File: config.mk
export PLATFORM = sky130hd
export DESIGN_NAME = pipe_stage_reg
export DESIGN_NICKNAME = d
export VERILOG_FILES = /design/src/rtl/pipe_stage_reg.sv
export SDC_FILE = /design/constraint.sdc
export NUM_CORES = 1
export LEC_CHECK = 0
export ABC_CLOCK_PERIOD_IN_PS = 1800
export CAP_MARGIN = 15
export CORE_MARGIN = 2
export CORE_UTILIZATION = 50
export CTS_BUF_LIST = sky130_fd_sc_hd__clkbuf_16
export DETAILED_ROUTE_END_ITERATION = 8
export PLACE_DENSITY = 0.9
export SLEW_MARGIN = 40
export SYNTH_ARGS = -nofsm -noshare
export SYNTH_HDL_FRONTEND = slang
export SYNTH_SLANG_ARGS = --single-unit
File: constraint.sdc
create_clock -name i_clk -period 1.8 [get_ports i_clk]
set_input_delay 0.36 -clock i_clk [delete_from_list [all_inputs] [get_ports i_clk]]
set_output_delay 0.36 -clock i_clk [all_outputs]
set_load 0.02 [all_outputs]
File: src/rtl/pipe_stage_reg.sv
// Purpose : one pipeline-stage register (payload + control) with valid/ready
//           handshake, optional one-entry skid buffer, bubble masking, flush
//           and a saturating stall counter.
// Latency : 1 cycle from accepted input to out_valid when the stage is empty.
// Backpr. : SKID=1 -> o_in_ready is a flop, low only while two entries are held;
//           SKID=0 -> o_in_ready = !out_valid | i_out_ready (combinational).
//
// Ports:
//   i_clk, i_rst_n            clock (rising edge), async active-low reset
//   i_in_valid / o_in_ready   upstream handshake
//   i_in_data / i_in_ctrl     incoming payload / control vector
//   i_in_bubble               zero KILL_MASK bits of the accepted control
//   i_flush                   synchronous discard of all held entries
//   o_out_valid / i_out_ready downstream handshake
//   o_out_data / o_out_ctrl   main entry (ctrl masked while invalid)
//   o_occupancy               entries held, 0..2
//   o_stall_cnt               saturating count of out_valid & !out_ready cycles
module pipe_stage_reg #(
   parameter int unsigned       DATA_W    = 64,
   parameter int unsigned       CTRL_W    = 16,
   parameter logic [CTRL_W-1:0] KILL_MASK = {CTRL_W{1'b1}},
   parameter bit                SKID      = 1'b1
) (
   input  logic              i_clk,
   input  logic              i_rst_n,
   input  logic              i_in_valid,
   output logic              o_in_ready,
   input  logic [DATA_W-1:0] i_in_data,
   input  logic [CTRL_W-1:0] i_in_ctrl,
   input  logic              i_in_bubble,
   input  logic              i_flush,
   output logic              o_out_valid,
   input  logic              i_out_ready,
   output logic [DATA_W-1:0] o_out_data,
   output logic [CTRL_W-1:0] o_out_ctrl,
   output logic [1:0]        o_occupancy,
   output logic [15:0]       o_stall_cnt
);

   // Encoding doubles as the occupancy count.
   typedef enum logic [1:0] {
      S_EMPTY = 2'd0,
      S_ONE   = 2'd1,
      S_TWO   = 2'd2
   } state_t;

   state_t              r_state;
   state_t              w_state_nxt;
   logic                r_in_rdy;
   logic [DATA_W-1:0]   r_main_data;
   logic [CTRL_W-1:0]   r_main_ctrl;
   logic [DATA_W-1:0]   r_skid_data;
   logic [CTRL_W-1:0]   r_skid_ctrl;
   logic [15:0]         r_stall_cnt;

   logic                w_out_valid;
   logic                w_in_ready;
   logic                w_in_xfer;
   logic                w_out_xfer;
   logic                w_ld_main_in;
   logic                w_ld_main_skid;
   logic                w_ld_skid;
   logic [CTRL_W-1:0]   w_in_ctrl_m;

   assign w_out_valid = (r_state != S_EMPTY);
   // Skid mode uses a flop so upstream sees no path from out_ready.
   assign w_in_ready  = SKID ? r_in_rdy : (~w_out_valid | i_out_ready);
   assign w_in_xfer   = i_in_valid & w_in_ready;
   assign w_out_xfer  = w_out_valid & i_out_ready;
   assign w_in_ctrl_m = i_in_bubble ? (i_in_ctrl & ~KILL_MASK) : i_in_ctrl;

   always_comb begin
      w_state_nxt    = r_state;
      w_ld_main_in   = 1'b0;
      w_ld_main_skid = 1'b0;
      w_ld_skid      = 1'b0;
      if (i_flush) begin
         // Flush wins over any same-cycle accept; a same-cycle delivery
         // has already happened from the downstream point of view.
         w_state_nxt = S_EMPTY;
      end else begin
         case (r_state)
            S_EMPTY: begin
               if (w_in_xfer) begin
                  w_ld_main_in = 1'b1;
                  w_state_nxt  = S_ONE;
               end
            end
            S_ONE: begin
               if (w_in_xfer && w_out_xfer) begin
                  w_ld_main_in = 1'b1;
               end else if (w_in_xfer) begin
                  if (SKID) begin
                     w_ld_skid   = 1'b1;
                     w_state_nxt = S_TWO;
                  end else begin
                     // Unreachable without skid: accept implies out_ready.
                     w_ld_main_in = 1'b1;
                  end
               end else if (w_out_xfer) begin
                  w_state_nxt = S_EMPTY;
               end
            end
            S_TWO: begin
               if (w_out_xfer) begin
                  w_ld_main_skid = 1'b1;
                  w_state_nxt    = S_ONE;
               end
            end
            default: w_state_nxt = S_EMPTY;
         endcase
      end
   end

   always_ff @(posedge i_clk or negedge i_rst_n) begin
      if (!i_rst_n) begin
         r_state  <= S_EMPTY;
         r_in_rdy <= 1'b1;
      end else begin
         r_state  <= w_state_nxt;
         r_in_rdy <= (w_state_nxt != S_TWO);
      end
   end

   always_ff @(posedge i_clk or negedge i_rst_n) begin
      if (!i_rst_n) begin
         r_main_data <= '0;
         r_main_ctrl <= '0;
         r_skid_data <= '0;
         r_skid_ctrl <= '0;
      end else begin
         if (w_ld_main_in) begin
            r_main_data <= i_in_data;
            r_main_ctrl <= w_in_ctrl_m;
         end else if (w_ld_main_skid) begin
            r_main_data <= r_skid_data;
            r_main_ctrl <= r_skid_ctrl;
         end
         if (w_ld_skid) begin
            r_skid_data <= i_in_data;
            r_skid_ctrl <= w_in_ctrl_m;
         end
      end
   end

   always_ff @(posedge i_clk or negedge i_rst_n) begin
      if (!i_rst_n) begin
         r_stall_cnt <= '0;
      end else if (w_out_valid && !i_out_ready && (r_stall_cnt != 16'hFFFF)) begin
         r_stall_cnt <= r_stall_cnt + 16'd1;
      end
   end

   assign o_in_ready  = w_in_ready;
   assign o_out_valid = w_out_valid;
   assign o_out_data  = r_main_data;
   // Empty stage never presents live enables downstream.
   assign o_out_ctrl  = w_out_valid ? r_main_ctrl : (r_main_ctrl & ~KILL_MASK);
   assign o_occupancy = r_state;
   assign o_stall_cnt = r_stall_cnt;

endmodule

==> metrics.md, run 1 <==
| Metric | Value |
|---|---|
| Vias in the first global route | `a little over 6000` |
| Layout Skew | `0.00739 ns` |
| Pins Over Slew Limit | `0` |
| Endpoints failing setup | `8` |
| Initial drt markers | `455` |
| DP Area | `0.0100 mm²` |
| First-pass GRT wire length | `approximately 31 mm` |
| Worst-Margin Slew | `0.487 ns` |
| Layout overhead on the synthesized area | `40.5%` |
| Crit path capture type | `primary output` |
| Root buffer cell | `clkbuf_16` |
| Worst min-delay path class | `input port to asynchronous set/reset pin` |
| Post-DP HPWL | `12.7 mm` |
| Slowest cell on crit path | `dfrtp_1` |
| CTS clk-pin slew, worst paths | `0.07 ns` |
| Drt first pass iters | `5` |
| Chip height | `127 µm` |
| Inserted Diodes | `0` |
| Leak Pwr | `5.37 nW` |
| Layout cells sized above 1 | `21.1%` |
| Top FF cell, synth | `dfrtp_1` |
| TritonCTS Buffers | `17` |
| Max incr delay on CP | `0.42 ns` |
| Via Count | `5956` |
| Flop2flop setup slack | `0.07 ns` |
| Ys Warns | `0` |
| CTS Buffer Depth | `2` |
| Antenna Nets Post-Route | `0` |
| R2R Path End | `r_skid_data[55]` |
| Failing checks | `setup timing` |
| Worst Path Max Fanout | `8` |
| Post-Route WL | `19.0 mm` |
| Fmax | `0.545 GHz` |
| Nets | `963` |
| Via-per-instance ratio | `~5.5` |
| CTS tree | `built` |
| Post-route minimum period | `approximately 1.8 ns` |
| CP Launch Point | `o_occupancy[0]` |
| Post-synthesis instance total | `~660` |
| Total Die Area | `0.0162 mm²` |
| Synthesized area per cell | `between 10 and 15 µm²` |
| Cell Area, Synth | `0.00760 mm²` |
| CP Cell Sequence | `nor2_4 -> buf_12 -> clkbuf_16 -> nor2b_1 -> buf_2` |
| Port buffer count | `185` |
| Die X | `127 µm` |
| CP arrival | `1.47 ns` |
| Max_cap viols | `0` |
| GRT Total Usage | `about 24%` |
| Clock sink total | `approximately 180` |
| EDFF count, synth | `0` |
| Core area | `0.0150 mm²` |
| Seq cells post-synth | `179` |
| Slew Limit Headroom | `~68%` |
| RSZ-0062 raised after global routing | `yes` |
| Worst Setup Slack, final | `-0.0347 ns` |
| Status | `finished with violations` |
| Initial antenna violation count | `0` |
| # fillers | `1022` |
| Critical path type | `flop to primary output` |
| Register-to-Register Path Depth | `5` |
| Fin area | `0.0107 mm²` |
| Drt wl/cell | `approximately 18 µm` |
| Post-synthesis sequential area ratio | `59.0%` |
| Top-Level Pins | `about 190` |
| Post-synthesis net count | `around 750` |
| CP Launch Type | `flop` |
| Grt total ovfl | `0` |
| R2r startpoint | `o_occupancy[1]` |
| Initial Util | `50.6%` |
| CP Data Required Time | `1.44 ns` |
| PwrDens | `1110 mW/mm²` |
| RePlAce Congestion | `0.836` |
| Hold violation count in the final report | `0` |
| Layout Utilization | `71.0%` |
| Worst skew pair latency | `0.42 ns` |
| Row cnt | `45` |
| Cell variety after synth | `48` |
| CTS H-tree depth | `4` |
| Largest net degree at the start of global routing | `48` |
| Critical Path End | `o_out_ctrl[13]` |
| Worst VDD drop | `roughly 0.62 mV` |
| Ys async rst share | `100%` |
| Drt drc | `0` |
| Final period util | `102%` |
routing by layer:
layer / wire [µm] / vias up / GRT usage, %
li1: - / 2732 / -
met1: 7840 / 2943 / 32.3
met2: 9340 / 231 / 39.0
met3: 1160 / 50 / 5.57
met4: 652 / 0 / 11.0
met5: 0 / - / 0
flip-flops by register name, summed over array words and instances, names as in the netlist:
name / count
r_skid_ctrl: 16
o_occupancy: 2
o_out_data: 64
o_stall_cnt: 16
o_in_ready: 1
r_main_ctrl: 16
r_skid_data: 64
area by class of cell:
class                   instances  area, µm²  share of cell area [%]
repair buffers                234       2440                    22.9
flip-flops and latches        179       4480                    42.0
multi-input cells             435       2900                    27.1
well taps                     188        235                    2.20
clock inverters                15        158                    1.48
inverters                       9       33.8                   0.316
clock buffers                  17        425                    3.99
worst min-delay path by stage:
stage                                 to  slack (ns)  depth (start not counted)
final                     o_out_data[42]        0.45                          2
after global routing      o_out_data[42]        0.47                          2
after CTS                 o_out_data[42]        0.45                          2
after detailed placement  o_out_data[42]        0.34                          1
after global placement    o_out_data[42]        0.34                          1
after floorplan           o_occupancy[0]        0.06                          0
power by group:
group / internal, mW / switching (mW)
Sequential: 4.93 / 0.545
Combinational: 1.42 / 1.33
Clock: 2.06 / 1.60
Total: 8.40 / 3.47
per-stage QoR:
stage / hold slack [ns] / instances / power [mW] / setup WS, ns / setup TNS, ns
6_report: 0.449 / 1077 / 11.9 / -0.0347 / -0.247
3_3_place_gp: 0.337 / 1042 / 8.23 / -0.324 / -35.35
2_1_floorplan: 0.0644 / 661 / 6.87 / 0.0325 / 0
4_1_cts: 0.448 / 1075 / 11.9 / -0.0431 / -0.0431
3_5_place_dp: 0.342 / 1042 / 8.36 / -0.390 / -38.54
5_1_grt: 0.468 / 1077 / 12.5 / -0.0952 / -0.788
placed cells by master (no fill, tap or decap), types with 3 or more instances in the layout:
cell type	netlist	routed
buf_4	1	33
xnor2_1	4	4
o221a_2	10	10
nand2_1	169	169
o221ai_1	6	6
a22oi_1	62	62
dlygate4sd2_1	0	25
clkbuf_16	0	18
o21ai_0	16	16
mux2_2	64	64
nand2b_1	17	17
clkinv_4	0	4
dfrtp_1	178	178
nand3_1	7	7
clkinv_2	0	3
nor3_1	4	4
inv_1	9	9
buf_2	21	13
nor2_1	15	14
nor2b_1	12	12
nor4_2	2	3
nand4_1	7	7
xor2_1	9	9
buf_12	0	18
dlymetal6s2s_1	0	34
clkdlybuf4s50_1	0	107
critical path, delay by kind of cell (launching register included):
family	cells	cell delay (ns)
DFF	1	0.42
buffers and inverters	3	0.41
and+or+nand+nor	2	0.23
cell families (layout without fill, tap and decap cells):
logic type	after synthesis	count (layout)	synth area share [%]
flip-flops	179	179	59.0
AO/OA/AOI/OAI	103	103	10.3
XOR/XNOR	13	13	1.50
AND/OR/NAND/NOR	250	250	15.4
multiplexers	68	68	10.1
buffers and inverters	47	275	3.61
adder cells (fa/ha/maj)	1	1	0.165
synthesized netlist by cell type, types with 2 or more instances:
library cell,n,share of area (%)
nand2_1,169,8.3
nor4_4,2,0.56
xor2_1,9,1.0
nor3_1,4,0.26
xnor2_1,4,0.46
o21ai_0,16,1.1
a21oi_1,2,0.13
mux2_2,64,9.5
mux2_1,2,0.30
nand4_1,7,0.58
o221a_2,10,1.5
or3_1,2,0.16
clkbuf_1,7,0.35
a22oi_1,62,6.1
inv_1,9,0.44
nor4_2,2,0.33
o221ai_1,6,0.69
nand3_1,7,0.46
nor2b_1,12,0.99
dfrtp_1,178,59
buf_2,21,1.4
buf_6,9,1.3
nor2_1,15,0.74
nand2b_1,17,1.4
a31oi_1,2,0.16
what timing repair did:
action,CTS,global route
cloned,0,1
pin swaps,0,1
buffers inserted,0,1
endpoints found under the hold margin,39,0
hold buffers,1,0
resized for setup,94,43
endpoints found under the setup margin,43,36
(Power assumes the default switching activity.)
==> run 2: changes to the inputs <==
Settings changed: GPL_TIMING_DRIVEN from default to 1, SLEW_MARGIN 40 to 20.
==> results of run 2 <==
No change in the layout: final DEF, timing and power equal those of run 1.
